`src/rtl/score_ctrl.sv`:
```
`default_nettype none
// ============================================================================
//  Module   : score_ctrl
//  Purpose  : Pong-style score keeper and game-flow controller. It tracks the
//             player and enemy scores, holds the ball after each goal for a
//             number of frames, blinks the winner's digit after game over, and
//             picks the serve direction.
//  Ports    : clk_i, rst_ni (async, active-low)
//             frame_tick_i        - one-cycle pulse at start of vblank
//             player_goal_i       - one-cycle pulse, player scored
//             enemy_goal_i        - one-cycle pulse, enemy scored
//             start_i             - one-cycle pulse, begin a new game
//             player_score_o[3:0], enemy_score_o[3:0] - displayed scores
//             player_vis_o, enemy_vis_o - score digit visible
//             freeze_o            - ball/paddles held
//             serve_dir_o         - 0 toward player, 1 toward enemy
//             game_over_o         - game finished
//             winner_o            - 0 player won, 1 enemy won
//  Revision : 1.0 - initial release
// ============================================================================
module score_ctrl #(
    parameter int MAX_SCORE    = 9,
    parameter int PAUSE_FRAMES = 60,
    parameter int BLINK_FRAMES = 16
) (
    input  logic       clk_i,
    input  logic       rst_ni,
    input  logic       frame_tick_i,
    input  logic       player_goal_i,
    input  logic       enemy_goal_i,
    input  logic       start_i,
    output logic [3:0] player_score_o,
    output logic [3:0] enemy_score_o,
    output logic       player_vis_o,
    output logic       enemy_vis_o,
    output logic       freeze_o,
    output logic       serve_dir_o,
    output logic       game_over_o,
    output logic       winner_o
);

    localparam logic [1:0] S_IDLE  = 2'd0;
    localparam logic [1:0] S_PLAY  = 2'd1;
    localparam logic [1:0] S_PAUSE = 2'd2;
    localparam logic [1:0] S_OVER  = 2'd3;

    localparam logic [3:0] MAX_Q    = 4'(MAX_SCORE);
    localparam logic [7:0] PAUSE_LD = 8'(PAUSE_FRAMES);
    localparam logic [7:0] BLINK_LD = 8'(BLINK_FRAMES);

    logic [1:0] state_q,  state_d;
    logic [3:0] pscore_q, pscore_d;
    logic [3:0] escore_q, escore_d;
    logic       pend_q,   pend_d;
    logic       scorer_q, scorer_d;   // 0 = player, 1 = enemy
    logic [7:0] pcnt_q,   pcnt_d;
    logic [7:0] bcnt_q,   bcnt_d;
    logic       blink_q,  blink_d;    // blink phase of the winner's digit
    logic       pvis_q,   pvis_d;
    logic       evis_q,   evis_d;
    logic       freeze_q, freeze_d;
    logic       serve_q,  serve_d;
    logic       over_q,   over_d;
    logic       winner_q, winner_d;

    logic [3:0] cur_score;
    logic [3:0] new_score;

    // Score of the recorded scorer, incremented with saturation so a score
    // can never pass MAX_SCORE or wrap.
    always_comb begin
        cur_score = scorer_q ? escore_q : pscore_q;
        new_score = (cur_score < MAX_Q) ? cur_score + 4'd1 : cur_score;
    end

    always_comb begin
        state_d  = state_q;
        pscore_d = pscore_q;
        escore_d = escore_q;
        pend_d   = pend_q;
        scorer_d = scorer_q;
        pcnt_d   = pcnt_q;
        bcnt_d   = bcnt_q;
        blink_d  = blink_q;
        serve_d  = serve_q;
        winner_d = winner_q;

        if (start_i) begin
            // A start pulse restarts from any state and wins over a goal.
            state_d  = S_PAUSE;
            pscore_d = 4'd0;
            escore_d = 4'd0;
            pend_d   = 1'b0;
            scorer_d = 1'b0;
            pcnt_d   = PAUSE_LD;
            bcnt_d   = 8'd0;
            blink_d  = 1'b1;
            serve_d  = 1'b0;
            winner_d = 1'b0;
        end else begin
            case (state_q)
                S_PLAY: begin
                    if (pend_q && frame_tick_i) begin
                        // Apply the goal in vblank so digits change between frames.
                        pend_d  = 1'b0;
                        serve_d = ~scorer_q;
                        if (scorer_q) escore_d = new_score;
                        else          pscore_d = new_score;
                        if (new_score == MAX_Q) begin
                            state_d  = S_OVER;
                            winner_d = scorer_q;
                            bcnt_d   = BLINK_LD;
                            blink_d  = 1'b1;
                        end else begin
                            state_d = S_PAUSE;
                            pcnt_d  = PAUSE_LD;
                        end
                    end else if (!pend_q && (player_goal_i || enemy_goal_i)) begin
                        // Simultaneous goals credit the player.
                        pend_d   = 1'b1;
                        scorer_d = ~player_goal_i;
                    end
                end
                S_PAUSE: begin
                    if (frame_tick_i) begin
                        if (pcnt_q <= 8'd1) begin
                            state_d = S_PLAY;
                            pcnt_d  = 8'd0;
                        end else begin
                            pcnt_d = pcnt_q - 8'd1;
                        end
                    end
                end
                S_OVER: begin
                    if (frame_tick_i) begin
                        if (bcnt_q <= 8'd1) begin
                            bcnt_d  = BLINK_LD;
                            blink_d = ~blink_q;
                        end else begin
                            bcnt_d = bcnt_q - 8'd1;
                        end
                    end
                end
                default: ;
            endcase
        end
    end

    // Output flops are loaded from next-state values so every output is a
    // plain register while still tracking the state it belongs to.
    always_comb begin
        freeze_d = (state_d != S_PLAY) || pend_d;
        over_d   = (state_d == S_OVER);
        pvis_d   = !(over_d && !winner_d) || blink_d;
        evis_d   = !(over_d &&  winner_d) || blink_d;
    end

    always_ff @(posedge clk_i or negedge rst_ni) begin
        if (!rst_ni) begin
            state_q  <= S_IDLE;
            pscore_q <= 4'd0;
            escore_q <= 4'd0;
            pend_q   <= 1'b0;
            scorer_q <= 1'b0;
            pcnt_q   <= 8'd0;
            bcnt_q   <= 8'd0;
            blink_q  <= 1'b1;
            pvis_q   <= 1'b1;
            evis_q   <= 1'b1;
            freeze_q <= 1'b1;
            serve_q  <= 1'b0;
            over_q   <= 1'b0;
            winner_q <= 1'b0;
        end else begin
            state_q  <= state_d;
            pscore_q <= pscore_d;
            escore_q <= escore_d;
            pend_q   <= pend_d;
            scorer_q <= scorer_d;
            pcnt_q   <= pcnt_d;
            bcnt_q   <= bcnt_d;
            blink_q  <= blink_d;
            pvis_q   <= pvis_d;
            evis_q   <= evis_d;
            freeze_q <= freeze_d;
            serve_q  <= serve_d;
            over_q   <= over_d;
            winner_q <= winner_d;
        end
    end

    assign player_score_o = pscore_q;
    assign enemy_score_o  = escore_q;
    assign player_vis_o   = pvis_q;
    assign enemy_vis_o    = evis_q;
    assign freeze_o       = freeze_q;
    assign serve_dir_o    = serve_q;
    assign game_over_o    = over_q;
    assign winner_o       = winner_q;

endmodule
`default_nettype wire

```
`config.mk`:
```
export PLATFORM = sky130hd
export DESIGN_NAME = score_ctrl
export DESIGN_NICKNAME = d
export VERILOG_FILES = /design/src/rtl/score_ctrl.sv
export SDC_FILE = /design/constraint.sdc
export NUM_CORES = 1
export LEC_CHECK = 0
export ABC_AREA = 0
export BUFFER_PORTS_ARGS = -buffer_cell sky130_fd_sc_hd__buf_2
export CAP_MARGIN = 10
export CORE_UTILIZATION = 40
export CTS_CLUSTER_DIAMETER = 40
export DETAILED_ROUTE_END_ITERATION = 10
export MAX_ROUTING_LAYER = met4
export REMOVE_ABC_BUFFERS = 1
export SLEW_MARGIN = 20
export SYNTH_ARGS = -nofsm -noshare
export SYNTH_HDL_FRONTEND = slang
export SYNTH_SLANG_ARGS = --single-unit
```
`constraint.sdc`:
```
create_clock -name clk_i -period 3.1 [get_ports clk_i]
set_input_delay 0.31 -clock clk_i [delete_from_list [all_inputs] [get_ports clk_i]]
set_output_delay 0.31 -clock clk_i [all_outputs]
set_load 0.01 [all_outputs]
```
* Word level (Yosys, flattened, before mapping)
Cells that the tools add are included.
Word-level totals: bits in registers 35, bits in read-only memories 0, bits in writable memories 0, memories 0, bits in latches 0
Cells by class: bitwise operators 3, div/mod/pow operators 0, muxes and demuxes 49, $mul 0, magnitude comparators 3, add/subtract/negate cells 3, reductions and logical operators 24, eq/ne operators 13, shifts and indexed selects 0
Operators with widths (count):
- 8-bit 2-to-1 mux | 10
- 4-bit 2-to-1 mux | 10
- 8-bit case mux with 2 select lines | 2
- 1-bit 2-to-1 mux | 21
- 8-bit by 1-bit less-or-equal comparator with 1-bit output (second input constant) | 2
- 8-bit by 1-bit subtractor with 8-bit output (second input constant) | 2
- 3-bit != test (second input constant) | 5
- 3-bit AND reduction | 3
- 2-bit 2-to-1 mux | 4
- 4-bit AND reduction | 2
- 2-bit nonzero test | 4
- 2-bit == test (second input constant) | 3
- 3-bit nonzero test | 2
- 4-bit by 1-bit adder with 4-bit output (second input constant) | 1
- 4-bit == test (second input constant) | 1
- 1-bit logical AND | 4
- 1-bit zero test | 4
- 1-bit logical OR | 4
- 4-bit less-than comparator (second input constant) | 1
- 2-bit != test (second input constant) | 2
- 2-bit case mux with 2 select lines | 1
- 1-bit NOT | 3
- 2-bit by 1-bit == test with 1-bit output (second input constant) | 1
- 2-bit by 1-bit != test with 1-bit output (second input constant) | 1
- 2 further kinds | 2

* Logic depth before layout (Yosys ltp)
Gate-level depths: netlist of run 1.
depth after elaboration 12, depth in mapped cells 9, mapped depth without buffers 7

* Least setup slack after synthesis of run 1
OpenSTA, ideal clock, no wires.
path type reg-to-reg, start point reg scorer_q, end point reg pcnt_q[5], arrival time 2.567 ns, cell stages (with the launch flop) 9, setup slack 0.407 ns, required time 2.974 ns, library setup time 0.126 ns, buffers on the path 2, cells stage by stage dfrtp_1 > buf_2 > buf_1 > mux2i_1 > ha_1 > o31a_1 > nor4_2 > nor2_1 > a221o_2
Between the ends: longest elaborated chain between the ends 6
RTL lines:
- from (decl) | RTL line 55 | logic scorer_q, scorer_d;
- from (signal assigned) | RTL line 179 | scorer_q <= scorer_d;
- 4-bit 2-to-1 mux * | RTL line 72 | cur_score = scorer_q ? escore_q : pscore_q;
- 4-bit by 1-bit adder with 4-bit output or 4-bit less-than comparator (tied branches) | RTL line 73 | new_score = (cur_score < MAX_Q) ? cur_score + 4'd1 : cur_score;
- 4-bit 2-to-1 mux * | RTL line 73
- 4-bit == test * | RTL line 109 | if (new_score == MAX_Q) begin
- 3-bit != test (no line) *
- 4-bit AND reduction (no line) *
- to (signal assigned) | RTL line 180 | pcnt_q <= pcnt_d;
- to (decl) | RTL line 56 | logic [7:0] pcnt_q, pcnt_d;
Every way passes the cells marked *; elsewhere a longest branch is shown, timed or not. A chain may end at the register's enable or synchronous reset.

* Final worst setup path of run 1
Same ends and word-level chain as after synthesis.

==> results of run 1 <==
-- placed cells by master, fill, tap and decap left out, drive strengths merged, types with 2 or more instances in the layout --
cell / Yosys / layout
clkbuf: 5 / 7
dfrtp: 31 / 31
o21a: 2 / 2
o31a: 2 / 2
nor4: 6 / 6
nand2: 13 / 13
dfstp: 4 / 4
ha: 9 / 9
xnor2: 2 / 2
nor3: 8 / 8
o41ai: 3 / 3
nor3b: 4 / 4
inv: 13 / 13
nand3: 2 / 2
nand2b: 7 / 7
or3: 2 / 2
o211ai: 5 / 5
nor2: 28 / 28
or4b: 2 / 2
and3: 3 / 3
a31oi: 2 / 2
o31ai: 3 / 3
o311ai: 2 / 2
o311a: 2 / 2
a21oi: 7 / 7
mux2i: 11 / 11
o21ai: 15 / 15
o2bb2ai: 2 / 2
a221o: 4 / 4
buf: 4 / 20
or2: 3 / 3
o2111a: 2 / 2
a211oi: 2 / 2
-- metal layers --
| metal | up-vias | part of all wire (%) |
|---|---|---|
| met5 | - | 0 |
| met4 | 0 | 0.89 |
| met3 | 4 | 3.2 |
| met2 | 30 | 47 |
| met1 | 869 | 49 |
| li1 | 888 | - |
-- path summary, 6_finish.rpt --
path	to	from	cells past startpoint	slack (ps)
worst max register to register	pcnt_q[5]$_DFFE_PN0P_	scorer_q$_DFFE_PN0P_	6	580
worst min register to register	serve_dir_o$_DFFE_PN0P_	serve_dir_o$_DFFE_PN0P_	2	520
min in group clk_i	scorer_q$_DFFE_PN0P_	player_goal_i	2	290
max in group asynchronous	bcnt_q[3]$_DFFE_PN0P_	rst_ni	1	2500
worst max-delay path	pcnt_q[5]$_DFFE_PN0P_	scorer_q$_DFFE_PN0P_	6	580
worst min-delay path	pcnt_q[2]$_DFFE_PN0P_	rst_ni	1	100
-- state kept, by name, indices dropped and copies added (netlist names) --
register        cells
game_over_o         1
bcnt_q              8
pcnt_q              8
enemy_score_o       4
enemy_vis_o         1
scorer_q            1
state_q             2
player_vis_o        1
serve_dir_o         1
player_score_o      4
freeze_o            1
pend_q              1
blink_q             1
winner_o            1
-- metrics by stage --
stage / cells / cell area (µm²) / total power, mW / utilization, % / setup WS [ps]
final: 317 / 2410 / 1.37 / 46.6 / 583
after global routing: 317 / 2410 / 1.48 / 46.6 / 387
after CTS: 317 / 2410 / 1.39 / 46.6 / 568
after detailed placement: 309 / 2330 / 1.05 / 45.0 / 580
after global placement: 309 / 2330 / 1.05 / 45.0 / 654
after floorplan: 219 / 2140 / 0.931 / - / 556
-- power breakdown --
group / internal, mW / switching [mW] / leakage [nW]
clock network: 0.158 / 0.167 / 0.0422
registers: 0.508 / 0.0412 / 0.450
logic: 0.201 / 0.300 / 0.592
-- kinds of logic (layout without fill, tap and decap cells) --
kind of cell             Yosys count  count (layout)  share of synthesized area (%)
XOR/XNOR                           2               2                          0.801
AND/OR/NAND/NOR                   85              85                           21.7
flip-flops                        35              35                           40.3
adder cells (fa/ha/maj)            9               9                           5.15
multiplexers                      12              12                           5.72
AO/OA/AOI/OAI                     63              63                           22.0
buffers and inverters             22              41                           4.40
-- worst max-delay path: stages (launching register included) --
cell,delay (ps)
dfrtp_1,420
mux2i_2,310
ha_1,310
o31a_1,400
nor4_2,360
nor2_1,220
a221o_2,390
-- layout make-up --
cell class | count | area, µm² | share of cell area, %
clock buffer | 7 | 76.3 | 3.17
multi-input combinational | 171 | 1210 | 50.2
tap | 70 | 87.6 | 3.63
clock inverter | 1 | 5.00 | 0.208
sequential | 35 | 881 | 36.5
inverter | 13 | 48.8 | 2.02
timing repair buffer | 20 | 103 | 4.26
==> impl_metrics.py, run 1 <==
metrics = {
    "logic_synthesis": {
        "synth_top_cells_by_count": "dfrtp_1 (31), nor2_1 (27), nand2_1 (13), o21ai_0 (13), inv_1 (12)",
        "synth_top_area_share_pct": 35.5,
        "synthTopCellsByArea": "dfrtp_1 (35%), ha_1 (5.1%), dfstp_2 (4.8%)",
        "avgSynthCellArea_um2": 9.59,
        "synthesis.area_um2": 2190,
        "synth_edf_count": 0,
        "yosysSeqAreaShare_pct": 40.3,
        "synth_warnings": 0,
        "synth_cell_type_count": 64,
        "synth_cells": 228,
        "synthArstFlopShare_pct": 100,
        "synth_ff_type": "dfrtp_1",
        "yosysMostFrequentCell": "dfrtp_1",
        "yosysTopAreaCell": "dfrtp_1",
        "synth-seq-cells": 35,
    },
    "worst_setup_path": {
        "cp-start-kind": "flop",
        "criticalPathCategory": "reg -> reg",
        "critPathMaxFanout": 7,
        "endpoint_kind": "flop",
        "arrival_ps": 2690,
        "required_ps": 3280,
    },
    "sta": {
        "slew_viol_final": 0,
        "tightest_slew_ps": 786,
        "period_share_pct": 81.2,
        "setup_tns_ps": 0,
        "clock.fmax_mhz": 397,
        "hold_viol_final": 0,
        "slew_headroom_pct": 47.6,
        "hold_ws_ps": 96.5,
        "layout_min_cycle_time_ps": 2520,
        "finalSetupViolCount": 0,
        "skew_ps": 8.02,
        "rsz0062_at_grt": "false",
    },
    "clock_tree": {
        "cts.repair.resized": 0,
        "cts_setup_buffers": 0,
        "clock_latency_ps": 290,
        "cts-root-buf": "clkbuf_8",
        "cts.clk_slew.worst_paths_ps": 80,
        "cts_tree": "done",
        "clock_path_buffers": 2,
        "clock_sinks": 35,
        "cts_hold_buf": 0,
        "h-tree-depth": 2,
        "numCtsBuffers": 5,
    },
    "pwr": {
        "ir_drop_mv": 0.187,
        "powerDensity_nw_per_um2": 570,
        "total_leakage_power_nw": 1.08,
    },
    "floorplanning": {
        "core_um2": 5170,
        "ioPinCount": 20,
        "row_count": 26,
        "start_util_pct": 42.3,
        "dieWidth_um": 75.9,
        "die-height_um": 75.9,
        "dieArea_um2": 5770,
    },
    "grt": {
        "antenna_found_initial": 0,
        "grt_pass1_vias": 1719,
        "grt_pass1_wl_mm": 8.25,
        "overflow": 0,
        "grt_max_degree": 36,
        "grt.busiest_layer": "met2",
        "met2_usage_pct": 28.0,
        "gr-usage-met1_pct": 24.2,
        "grt_util_met3_pct": 3.86,
        "grtUsageTotal_pct": 18.5,
    },
    "status": {
        "status": "completed",
    },
    "drt": {
        "ant_nets": 0,
        "vias": 1791,
        "drc": 0,
        "first_pass_iters": 4,
        "viasPerCell": 5.65,
        "routedWlPerCell_um": 15.2,
        "drt_iter0_markers": 99,
        "finalWirelength_mm": 4.81,
    },
    "flow_run": {
        "cap_violations": 0,
    },
    "placed_design": {
        "gp_congestion": 0.820,
        "hpwl_mm": 3.41,
        "portBuffers": 19,
    },
    "layout": {
        "antenna_cells": 0,
        "n_fill_cell": 508,
        "drive_above_1_share_pct": 19.0,
        "fin_nets": 261,
        "area_growth_pct": 10.2,
    },
    "min_path": {
        "hp-class": "in -> async",
    },
}
Note: power is estimated with default switching activity, not from simulation.
==> run 2, diff against run 1 <==
- clock period: 3.1 -> 2.2 ns (I/O delays scaled with it)
==> impl_metrics.py, run 2 (synthesized netlist as in run 1, its figures left out) <==
metrics = {
    "worst_setup_path": {
        "startpoint": "scorer_q$_DFFE_PN0P_",
        "crit_top_cell": "buf_4",
        "ff2ff_path_depth": 9,
        "critPathMaxFanout": 8,
        "endpoint_kind": "flop",
        "crit_end": "bcnt_q[6]$_DFFE_PN0P_",
        "path_cells": "mux2i_4, inv_1, ha_2, o31a_1, buf_4, o31ai_2, buf_4, nor2_1, a211o_1",
        "required_ps": 2380,
        "r2r_start": "scorer_q$_DFFE_PN0P_",
        "cp-start-kind": "flop",
        "crit_family": "compound AO/OA/AOI/OAI gates",
        "worstReg2RegEnd": "bcnt_q[6]$_DFFE_PN0P_",
        "critical_path_buf_inv_count": 3,
        "cp_num_cells": 9,
        "cpPeakStageDelay_ps": 450,
        "criticalPathCategory": "reg -> reg",
        "cp_slowest_cell": "dfrtp_2",
        "regToRegSetupSlack_ps": -140,
        "arrival_ps": 2520,
    },
    "clock_tree": {
        "cts-root-buf": "clkbuf_8",
        "numCtsBuffers": 5,
        "cts.clk_slew.worst_paths_ps": 80,
        "clock_latency_ps": 290,
        "clock_sinks": 35,
        "cts_tree": "done",
        "h-tree-depth": 2,
        "cts_hold_buf": 0,
        "clock_path_buffers": 2,
    },
    "floorplanning": {
        "ioPinCount": 20,
        "die-height_um": 75.9,
        "dieWidth_um": 75.9,
        "core_um2": 5170,
        "dieArea_um2": 5770,
        "start_util_pct": 42.3,
        "row_count": 26,
    },
    "drt": {
        "ant_nets": 0,
        "finalWirelength_mm": 5.27,
        "routedWlPerCell_um": 14.7,
        "viasPerCell": 5.45,
        "first_pass_iters": 4,
        "drt_iter0_markers": 121,
        "drc": 0,
        "vias": 1958,
    },
    "sta": {
        "period_share_pct": 107,
        "hold_ws_ps": -6.43,
        "final.setup.worst_slack_ps": -143,
        "slew_headroom_pct": 47.1,
        "rsz0062_at_grt": "true",
        "skew_ps": 13.1,
        "hold_viol_final": 3,
        "tightest_slew_ps": 794,
        "slew_viol_final": 0,
        "finalSetupViolCount": 20,
        "clock.fmax_mhz": 427,
        "layout_min_cycle_time_ps": 2340,
    },
    "layout": {
        "fin_util_pct": 54.6,
        "fin_cells": 359,
        "area_growth_pct": 29.1,
        "multi_input_area_um2": 1300,
        "antenna_cells": 0,
        "n_fill_cell": 469,
        "final_cell_mix": "buf_4 (41), dfrtp_1 (30), nor2_1 (26), buf_2 (19), nand2_1 (13)",
        "fin_nets": 303,
        "seq_area_um2": 882,
        "final_common_cell": "buf_4",
        "design_area_um2": 2820,
        "drive_above_1_share_pct": 34.6,
        "top_regs": "bcnt_q (8), pcnt_q (8)",
    },
    "placed_design": {
        "gp_congestion": 0.804,
        "hpwl_mm": 3.70,
        "dp.cells": 344,
        "dpl_cell_area_um2": 2590,
        "portBuffers": 19,
    },
    "grt": {
        "grtUsageTotal_pct": 19.6,
        "antenna_found_initial": 0,
        "grt_max_degree": 36,
        "grt_pass1_vias": 1887,
        "overflow": 0,
        "grt_pass1_wl_mm": 8.79,
    },
    "pwr": {
        "ir_drop_mv": 0.334,
        "total_leakage_power_nw": 1.31,
        "powerDensity_nw_per_um2": 773,
    },
    "status": {
        "status": "finished, violations left",
        "violations": "hold timing, setup timing",
    },
    "min_path": {
        "hp-class": "in -> async",
    },
    "flow_run": {
        "cap_violations": 0,
    },
}
[run 2: worst min-delay path by stage]
stage / from / end / cells past startpoint
after global placement: rst_ni / pcnt_q[3]$_DFFE_PN0P_ / 1
after CTS: rst_ni / pcnt_q[3]$_DFFE_PN0P_ / 1
after detailed placement: rst_ni / pcnt_q[3]$_DFFE_PN0P_ / 1
after floorplan: rst_ni / bcnt_q[0]$_DFFE_PN0P_ / 0
final: rst_ni / pcnt_q[3]$_DFFE_PN0P_ / 1
after global routing: rst_ni / pcnt_q[3]$_DFFE_PN0P_ / 1
[run 2: stage by stage]
step / setup slack [ps] / TNS (ps) / total power [mW]
floorplan: -344 / -4200 / 1.31
global placement: -170 / -1320 / 1.64
detailed placement: -227 / -1850 / 1.64
CTS: -117 / -811 / 2.15
global route: -243 / -3410 / 2.34
finish: -143 / -1300 / 2.18
[run 2: power by group]
group / internal (mW) / switching, mW
registers: 0.716 / 0.0531
clock network: 0.225 / 0.231
logic: 0.457 / 0.498
total: 1.40 / 0.783
[run 2: area by class of cell]
type / instances / share of cell area [%]
clock buffer: 8 / 2.84
tap: 70 / 3.10
sequential: 35 / 31.2
inverter: 13 / 1.73
timing repair buffer: 62 / 15.1
multi-input combinational: 171 / 46.0
[run 2: what timing repair did]
action                     4_1_cts  5_1_grt
gates resized for setup         10       14
setup endpoints to repair       19       22
cloned                           0        0
pin swaps                       10       10
buffers inserted                 6        3
[run 2: worst register-to-register path, stage by stage (launching register included)]
cell,delay [ps]
dfrtp_2,450
mux2i_4,320
inv_1,70
ha_2,190
o31a_1,340
buf_4,160
o31ai_2,200
buf_4,200
nor2_1,50
a211o_1,270
[run 2: per-layer routing]
metal	vias up	track usage, %	part of all wire, %
met1	933	25.2	48
met4	0	5.77	1.3
li1	977	-	-
met2	40	31.6	47
met3	8	3.37	3.3
met5	-	-	0
